<file path="src/rtl/ssd_scan_arbiter_if.sv">
// Display bundle between the requesters (master side) and the scan arbiter (slave side).
interface ssd_scan_arbiter_if;
    logic [31:0] data_a;
    logic [7:0]  dp_a;
    logic [31:0] data_b;
    logic [7:0]  dp_b;
    logic        req_b;
    logic [7:0]  digit_en;
    logic        grant_a;
    logic        grant_b;
    logic [7:0]  an;
    logic [7:0]  seg;
    logic        frame_done;

    modport master (
        output data_a, dp_a, data_b, dp_b, req_b, digit_en,
        input  grant_a, grant_b, an, seg, frame_done
    );

    modport slave (
        input  data_a, dp_a, data_b, dp_b, req_b, digit_en,
        output grant_a, grant_b, an, seg, frame_done
    );
endinterface

</file>
<file path="src/rtl/ssd_scan_arbiter.sv">
// Seven-segment scan controller sharing the 8-digit display between requesters A and B.
// Optional build macro SSD_LEADING_ZERO_BLANK_EN darkens leading-zero digits of the owner.
module ssd_scan_arbiter #(
    parameter int NUM_DIGITS   = 8,
    parameter int SCAN_DIV     = 4,
    parameter int BLANK_CYCLES = 1,
    parameter int HOLD_FRAMES  = 2
) (
    input  logic              clk,
    input  logic              rst,
    ssd_scan_arbiter_if.slave bus
);
    localparam int CNT_MAX = (SCAN_DIV > BLANK_CYCLES) ? SCAN_DIV : BLANK_CYCLES;
    localparam int CNT_W   = $clog2(CNT_MAX + 1);
    localparam int HOLD_W  = $clog2(HOLD_FRAMES + 1);

    localparam logic [2:0]        LAST_IDX   = 3'(NUM_DIGITS - 1);
    localparam logic [CNT_W-1:0]  BLANK_LAST = CNT_W'(BLANK_CYCLES - 1);
    localparam logic [CNT_W-1:0]  DRIVE_LAST = CNT_W'(SCAN_DIV - 1);
    localparam logic [HOLD_W-1:0] HOLD_SAT   = HOLD_W'(HOLD_FRAMES);

    localparam logic [0:0] ST_BLANK = 1'b0;
    localparam logic [0:0] ST_DRIVE = 1'b1;

    logic [0:0]        state;
    logic [2:0]        idx;
    logic [CNT_W-1:0]  cnt;
    logic              owner_b;
    logic [HOLD_W-1:0] hold_cnt;

    logic              last_blank;
    logic              last_drive;
    logic              frame_end;
    logic [31:0]       own_data;
    logic [7:0]        own_dp;
    logic [3:0]        nib;
    logic              dp_bit;
    logic              lz_keep;
    logic              show;

    function automatic logic [6:0] hex_to_seg(input logic [3:0] h);
        case (h)
            4'h0:    hex_to_seg = 7'b0000001;
            4'h1:    hex_to_seg = 7'b1001111;
            4'h2:    hex_to_seg = 7'b0010010;
            4'h3:    hex_to_seg = 7'b0000110;
            4'h4:    hex_to_seg = 7'b1001100;
            4'h5:    hex_to_seg = 7'b0100100;
            4'h6:    hex_to_seg = 7'b0100000;
            4'h7:    hex_to_seg = 7'b0001111;
            4'h8:    hex_to_seg = 7'b0000000;
            4'h9:    hex_to_seg = 7'b0000100;
            4'hA:    hex_to_seg = 7'b0001000;
            4'hB:    hex_to_seg = 7'b1100000;
            4'hC:    hex_to_seg = 7'b0110001;
            4'hD:    hex_to_seg = 7'b1000010;
            4'hE:    hex_to_seg = 7'b0110000;
            default: hex_to_seg = 7'b0111000;
        endcase
    endfunction

    assign last_blank = (state == ST_BLANK) && (cnt == BLANK_LAST);
    assign last_drive = (state == ST_DRIVE) && (cnt == DRIVE_LAST);
    assign frame_end  = last_drive && (idx == LAST_IDX);

    // Scan sequencer: BLANK then DRIVE for each digit slot
    always_ff @(posedge clk) begin
        if (rst) begin
            state <= ST_BLANK;
            idx   <= 3'd0;
            cnt   <= '0;
        end else if (state == ST_BLANK) begin
            if (last_blank) begin
                state <= ST_DRIVE;
                cnt   <= '0;
            end else begin
                cnt <= cnt + 1'b1;
            end
        end else begin
            if (last_drive) begin
                state <= ST_BLANK;
                cnt   <= '0;
                idx   <= (idx == LAST_IDX) ? 3'd0 : idx + 3'd1;
            end else begin
                cnt <= cnt + 1'b1;
            end
        end
    end

    // Ownership only moves on the last DRIVE cycle of the frame
    always_ff @(posedge clk) begin
        if (rst) begin
            owner_b  <= 1'b0;
            hold_cnt <= '0;
        end else if (frame_end) begin
            if (!owner_b) begin
                if (bus.req_b) begin
                    owner_b  <= 1'b1;
                    hold_cnt <= '0;
                end
            end else begin
                if (!bus.req_b && (int'(hold_cnt) + 1 >= HOLD_FRAMES))
                    owner_b <= 1'b0;
                if (hold_cnt != HOLD_SAT)
                    hold_cnt <= hold_cnt + 1'b1;
            end
        end
    end

    always_comb begin
        own_data = owner_b ? bus.data_b : bus.data_a;
        own_dp   = owner_b ? bus.dp_b : bus.dp_a;
        nib      = own_data[{idx, 2'b00} +: 4];
        dp_bit   = own_dp[idx];
    end

`ifdef SSD_LEADING_ZERO_BLANK_EN
    logic [7:0] nz_from;
    logic       nz_acc;

    // nz_from[i]: some scanned nibble at index >= i is nonzero
    always_comb begin
        nz_acc  = 1'b0;
        nz_from = '0;
        for (int i = 7; i >= 0; i--) begin
            if (i < NUM_DIGITS && own_data[i*4 +: 4] != 4'h0)
                nz_acc = 1'b1;
            nz_from[i] = nz_acc;
        end
    end

    assign lz_keep = (idx == 3'd0) || dp_bit || nz_from[idx];
`else
    assign lz_keep = 1'b1;
`endif

    assign show = (state == ST_DRIVE) && bus.digit_en[idx] && lz_keep;

    // Output register stage: pins trail the sequencer by one cycle
    always_ff @(posedge clk) begin
        if (rst) begin
            bus.an         <= 8'hFF;
            bus.seg        <= 8'hFF;
            bus.grant_a    <= 1'b1;
            bus.grant_b    <= 1'b0;
            bus.frame_done <= 1'b0;
        end else begin
            bus.an         <= show ? ~(8'd1 << idx) : 8'hFF;
            bus.seg        <= show ? {hex_to_seg(nib), ~dp_bit} : 8'hFF;
            bus.grant_a    <= ~owner_b;
            bus.grant_b    <= owner_b;
            bus.frame_done <= (state == ST_BLANK) && (cnt == '0) && (idx == 3'd0);
        end
    end
endmodule

</file>
<file path="src/flat_wrapper.sv">
// flat-port wrapper written by rule: the top's interface ports become plain ports
module ssd_scan_arbiter_flat 
#(
    parameter int NUM_DIGITS   = 8,
    parameter int SCAN_DIV     = 4,
    parameter int BLANK_CYCLES = 1,
    parameter int HOLD_FRAMES  = 2
)
  (clk, rst, bus_data_a, bus_dp_a, bus_data_b, bus_dp_b, bus_req_b, bus_digit_en, bus_grant_a, bus_grant_b, bus_an, bus_seg, bus_frame_done);
  ssd_scan_arbiter_if bus_i ();
  input  logic clk;
  input  logic rst;
  input wire logic [$bits(bus_i.data_a)-1:0] bus_data_a;
  input wire logic [$bits(bus_i.dp_a)-1:0] bus_dp_a;
  input wire logic [$bits(bus_i.data_b)-1:0] bus_data_b;
  input wire logic [$bits(bus_i.dp_b)-1:0] bus_dp_b;
  input wire logic [$bits(bus_i.req_b)-1:0] bus_req_b;
  input wire logic [$bits(bus_i.digit_en)-1:0] bus_digit_en;
  output wire logic [$bits(bus_i.grant_a)-1:0] bus_grant_a;
  output wire logic [$bits(bus_i.grant_b)-1:0] bus_grant_b;
  output wire logic [$bits(bus_i.an)-1:0] bus_an;
  output wire logic [$bits(bus_i.seg)-1:0] bus_seg;
  output wire logic [$bits(bus_i.frame_done)-1:0] bus_frame_done;
  assign bus_i.data_a = bus_data_a;
  assign bus_i.dp_a = bus_dp_a;
  assign bus_i.data_b = bus_data_b;
  assign bus_i.dp_b = bus_dp_b;
  assign bus_i.req_b = bus_req_b;
  assign bus_i.digit_en = bus_digit_en;
  assign bus_grant_a = bus_i.grant_a;
  assign bus_grant_b = bus_i.grant_b;
  assign bus_an = bus_i.an;
  assign bus_seg = bus_i.seg;
  assign bus_frame_done = bus_i.frame_done;
  ssd_scan_arbiter #(.NUM_DIGITS(NUM_DIGITS), .SCAN_DIV(SCAN_DIV), .BLANK_CYCLES(BLANK_CYCLES), .HOLD_FRAMES(HOLD_FRAMES)) u_core (.clk(clk), .rst(rst), .bus(bus_i));
endmodule
</file>
<file path="config.mk">
export PLATFORM = sky130hd
export DESIGN_NAME = ssd_scan_arbiter_flat
export DESIGN_NICKNAME = d
export VERILOG_FILES = /design/src/rtl/ssd_scan_arbiter_if.sv /design/src/rtl/ssd_scan_arbiter.sv /design/src/flat_wrapper.sv
export SDC_FILE = /design/constraint.sdc
export NUM_CORES = 1
export LEC_CHECK = 0
export ABC_CLOCK_PERIOD_IN_PS = 5600
export CAP_MARGIN = 20
export CORE_MARGIN = 10
export CORE_UTILIZATION = 46
export DETAILED_ROUTE_END_ITERATION = 10
export DONT_BUFFER_PORTS = 1
export PLACE_DENSITY = 0.57
export SYNTH_ARGS = -nofsm -noshare
export SYNTH_HDL_FRONTEND = slang
export SYNTH_SLANG_ARGS = --single-unit
</file>
<file path="constraint.sdc">
create_clock -name clk -period 5.6 [get_ports clk]
set_input_delay 1.68 -clock clk [delete_from_list [all_inputs] [get_ports clk]]
set_output_delay 1.68 -clock clk [all_outputs]
set_load 0.01 [all_outputs]
</file>
Word-level counts from Yosys, hierarchy flattened
Memory sizes are Yosys's and may differ from the RTL's. A register that Yosys moved wholly into a read port is not among the register bits.
Cells that the tools add are included.
{ "word_totals": {"romBits": 112, "input_bits": 91, "register_bits": 29, "mem_count": 1, "out_inout_bits": 19, "word_cells": 60} }
{ "mem_list": {"columns": ["memory", "depth", "width", "rd", "rd_clocked_by_memory_dff", "write_ports", "line", "rtl"], "rows": [
  ["(no name shown)", 16, 7, 1, 1, 0, "ssd_scan_arbiter.sv:42", "case (h)"]
]} }
{ "classes": {"n_reduce_logical": 13, "n_bitwise": 5, "n_eq_ne": 4, "n_addsub": 4, "n_shift": 2, "mux": 19, "order_cmp": 2} }
{ "op_table": {"columns": ["cell", "n"], "rows": [
  ["32-bit by 3-bit greater-or-equal comparator with 1-bit output, second input constant", 1],
  ["32-bit 2-to-1 mux", 1],
  ["32-bit by 6-bit variable part select with 4-bit output", 1],
  ["3-bit 2-to-1 mux", 4],
  ["1-bit 2-to-1 mux", 8],
  ["8-bit 2-to-1 mux", 1],
  ["8-bit NOT", 1],
  ["1-bit by 3-bit << shifter with 8-bit output, first input constant", 1],
  ["3-bit by 1-bit adder with 3-bit output, second input constant", 2],
  ["1-bit binary-select mux with 3-bit select", 2],
  ["1-bit logical AND", 6],
  ["3-bit zero test", 2],
  ["2-bit 2-to-1 mux", 3],
  ["3-bit by 4-bit less-than comparator with 1-bit output, second input constant", 1],
  ["2-bit != test, second input constant", 2],
  ["1-bit NOT", 4],
  ["2-bit by 1-bit adder with 3-bit output, second input constant", 1],
  ["3-bit by 2-bit equality test with 1-bit output, second input constant", 1],
  ["3-bit equality test, second input constant", 1],
  ["3-bit AND reduction", 1],
  ["2-bit by 1-bit adder with 2-bit output, second input constant", 1],
  ["2-bit AND reduction", 1],
  ["2-bit nonzero test", 1],
  ["2-bit OR reduction", 1],
  ["1-bit zero test", 1]
]} }

Logic depth before layout (Yosys ltp)
{ "logic_depth": {"depth_word": 5, "ltp_mapped": 11, "depth_no_buf": 9} }

Least setup slack after synthesis
Ideal clock, no wire load.
{ "synth_path": {"kind": "in2reg", "startpoint": "input bus_data_b[24]", "endpoint": "register u_core.bus.seg[4]", "slack_ns": 2.170, "cell_stages": 9, "setup_time_ns": 0.136, "n_path_buf": 0, "required_ns": 5.464, "arrival_time_ns": 3.294, "path_cell_list": "mux4_2 o22ai_2 a31o_4 inv_1 ha_1 inv_1 o32ai_1 a2111oi_0 a211oi_1"} }
{ "synth_between": {"elab_chain_cells": 2} }
{ "synth_rtl": {"columns": ["element", "line", "rtl"], "rows": [
  ["from (decl)", "flat_wrapper.sv:15", "input wire logic [$bits(bus_i.data_b)-1:0] bus_data_b;"],
  ["32-bit 2-to-1 mux", "ssd_scan_arbiter.sv:111", "own_data = owner_b ? bus.data_b : bus.data_a;"],
  ["32-bit by 6-bit variable part select with 4-bit output", "ssd_scan_arbiter.sv:113", "nib = own_data[{idx, 2'b00} +: 4];"],
  ["to (decl)", "ssd_scan_arbiter_if.sv:22", "output grant_a, grant_b, an, seg, frame_done"]
]} }
No other way between the ends.
A chain may end at the register's enable or synchronous reset.

Worst setup path in the final report
{ "layout_path": {"startpoint": "input bus_data_b[29]", "endpoint": "register u_core.bus.seg[4]"} }
Same word-level chain as after synthesis.

==> results.sh <==
export IMPL_outcome="finished clean"
export IMPL_core_mm2=0.004414
export IMPL_hpwl_um=5258
export IMPL_syn_area_mm2=0.002137
export IMPL_clock_latency_ns=0.28
export IMPL_final_nets=301
export IMPL_crit_fanout=6
export IMPL_drt_wl_total_um=6260
export IMPL_maxSlewViolCount=0
export IMPL_wl_per_cell_um=25.45
export IMPL_dp_slack_ns=1.950
export IMPL_critPathArrivalTime_ns=3.52
export IMPL_dr_pass1_iters=4
export IMPL_cp_slowest_cell="mux4_2"
export IMPL_initial_core_util_pct=48.41
export IMPL_cts_clk_slew_worst_paths_ns=0.07
export IMPL_syn_avg_cell_area_um2=10.85
export IMPL_ys_types=49
export IMPL_finalSetupViolations=0
export IMPL_p_per_area_mw_per_mm2=215.9
export IMPL_ant_nets=0
export IMPL_root_buffer="clkbuf_8"
export IMPL_synthArstFlopShare_pct=0
export IMPL_crit_top_cell="inv_1"
export IMPL_crit_required_ns=5.75
export IMPL_cts_resized=0
export IMPL_crit_end="u_core.bus.seg[4]$_SDFF_PP1_"
export IMPL_fin_hold_ws_ns=0.4543
export IMPL_clock_tree_buffer_depth=2
export IMPL_cp_cell_sequence="mux4_2, o22ai_1, a31o_2, inv_1, ha_1, inv_1, o32ai_1, a2111oi_0, a211oi_1"
export IMPL_num_io_pins=110
export IMPL_die_width_um=88.16
export IMPL_slew_headroom_pct=41.72
export IMPL_finalClockSkew_ns=0.005281
export IMPL_cp_start_kind="input pin"
export IMPL_fillers=411
export IMPL_reg2reg_depth=10
export IMPL_via_per_inst=6.374
export IMPL_initialDrtViolationCount=98
export IMPL_num_vias=1568
export IMPL_cp_startpoint="bus_data_b[29]"
export IMPL_clock_sinks=29
export IMPL_hold_path_class="reg2reg"
export IMPL_max_stage_delay_ns=0.45
export IMPL_place_port_buffers=0
export IMPL_synth_edf_count=0
export IMPL_syn_to_final_growth_pct=2.869
export IMPL_synthCells=197
export IMPL_rr_startpoint="u_core.owner_b$_SDFFE_PP0P_"
export IMPL_n_antenna_cell=0
export IMPL_syn_nets=305
export IMPL_ys_flop_type="dfxtp_1"
export IMPL_hold_violations=0
export IMPL_reg2reg_slack_ns=2.61
export IMPL_final_cell_mix="dfxtp_1, mux4_2, nand2_1"
export IMPL_drv_cap=0
export IMPL_grt_ovfl_total=0
export IMPL_die_area_mm2=0.007772
export IMPL_seq_area_frac_synth_pct=27.17
export IMPL_cts_hold_buf=0
export IMPL_ir_worst_vdd_mv=0.1445
export IMPL_yosysWarnings=0
export IMPL_worstMarginPinSlew_ns=0.8730
export IMPL_track_usage_pct=16.26
export IMPL_num_rows=24
export IMPL_fin_ws_ns=2.233
export IMPL_htreeDepth=2
export IMPL_hold_start="u_core.cnt[0]$_SDFF_PP0_"
export IMPL_regToRegEndpoint="u_core.bus.seg[4]$_SDFF_PP1_"
export IMPL_ys_ff_latch=29
export IMPL_grt_pass1_wl_um=9639
export IMPL_post_cts_setup_buffers=0
export IMPL_power_leakage_nw=0.7749
export IMPL_drive_gt1_share_pct=24.74
export IMPL_grt_pass1_vias=1747
export IMPL_setup_tns_ns=0
export IMPL_cts_buffers_inserted=5
export IMPL_critical_path_class="in2reg"
export IMPL_final_common_cell="dfxtp_1"
export IMPL_finalCriticalPeriod_ns=3.367
export IMPL_grt_start_max_net_pins=23
export IMPL_antenna_found_initial=0
export IMPL_route_detailed_drc=0
export IMPL_rsz0062_at_grt="no"
export IMPL_critPathCaptureType="flip-flop"
export IMPL_cts_tree="done"
export IMPL_fmax_mhz=297.0
export IMPL_fin_crit_sh_pct=60.13
export IMPL_gp_congestion=0.8229
export IMPL_die_h_um=88.16
[cells in the mapped netlist (2+ instances only)]
library cell	n	area share, %
dfxtp_1	29	27
mux4_2	21	22
nand2_1	21	3.7
ha_1	17	10
inv_1	14	2.5
nor2_1	12	2.1
buf_2	5	1.2
nand2b_1	5	1.5
nand3_1	5	1.2
a211oi_1	4	1.4
buf_6	4	2.1
mux2_2	4	2.1
a21oi_1	3	0.70
mux2i_1	3	1.4
nor4_1	3	0.88
o21ai_0	3	0.70
o221ai_1	3	1.2
a2111oi_0	2	0.82
a21o_1	2	0.70
a22oi_1	2	0.70
and3_1	2	0.59
clkbuf_1	2	0.35
inv_2	2	0.35
mux2_4	2	1.4
o22ai_1	2	0.59
o22ai_2	2	1.2
[worst max-delay path: cells and delay by family]
kind                       cells  cell delay [ns]
AOI/OAI and AO/OA              5             0.97
muxes                          1             0.45
adders and majority gates      1             0.23
buffers and inverters          2             0.18
[layer usage]
| layer | global-route usage (%) | share of wire [%] |
|---|---|---|
| met5 | 0 | 0 |
| met4 | 5.563 | 0.97 |
| met3 | 6.221 | 8.8 |
| met2 | 30.20 | 57 |
| met1 | 16.04 | 33 |
[worst min path at each step]
stage	end	slack [ns]	cells after the start
2_1_floorplan	u_core.cnt[0]$_SDFF_PP0_	0.42	1
3_3_place_gp	u_core.cnt[0]$_SDFF_PP0_	0.43	1
3_5_place_dp	u_core.cnt[0]$_SDFF_PP0_	0.44	1
4_1_cts	u_core.cnt[0]$_SDFF_PP0_	0.46	1
5_1_grt	u_core.cnt[0]$_SDFF_PP0_	0.51	1
6_report	u_core.cnt[0]$_SDFF_PP0_	0.45	1
[per-stage QoR]
step | power [mW] | instance area [µm²] | std cells | util [%]
floorplan | 0.2963 | 2137 | 197 | -
global placement | 0.3099 | 2112 | 238 | 47.85
detailed placement | 0.3114 | 2112 | 238 | 47.85
CTS | 0.4819 | 2198 | 246 | 49.80
global route | 0.5021 | 2198 | 246 | 49.80
finish | 0.4746 | 2198 | 246 | 49.80
[report_power, final]
group	leakage [nW]	switching, mW	internal [mW]
sequential	0.236	0.0120	0.218
clock	0.0439	0.0827	0.0855
combinational	0.495	0.0403	0.0356
[layout make-up]
| cell class | instances | area (µm²) | area share (%) |
|---|---|---|---|
| Tap cell | 52 | 65.06 | 2.960 |
| Timing Repair Buffer | 1 | 7.507 | 0.3415 |
| Sequential cell | 29 | 580.6 | 26.41 |
| Clock inverter | 3 | 17.52 | 0.7968 |
| Multi-Input combinational cell | 140 | 1399 | 63.63 |
| Inverter | 16 | 60.06 | 2.732 |
| Clock buffer | 5 | 68.82 | 3.130 |
[cells by family after synthesis]
group           count (synthesis)  share of synthesized area (%)
simple gates                   54                          11.71
compound gates                 37                          15.16
mux                            32                          28.63
flops                          29                          27.17
buf+inv                        28                          7.377
fa+ha+maj                      17                          9.953
[sequential cells by signal (all words and copies together) (netlist names)]
signal	flops
u_core.cnt	3
u_core.owner_b	1
u_core.bus.grant_b	1
u_core.state	1
u_core.hold_cnt	2
u_core.bus.frame_done	1
u_core.idx	3
u_core.bus.an	8
u_core.bus.seg	8
u_core.bus.grant_a	1
Note: power is estimated with default switching activity, not from simulation.
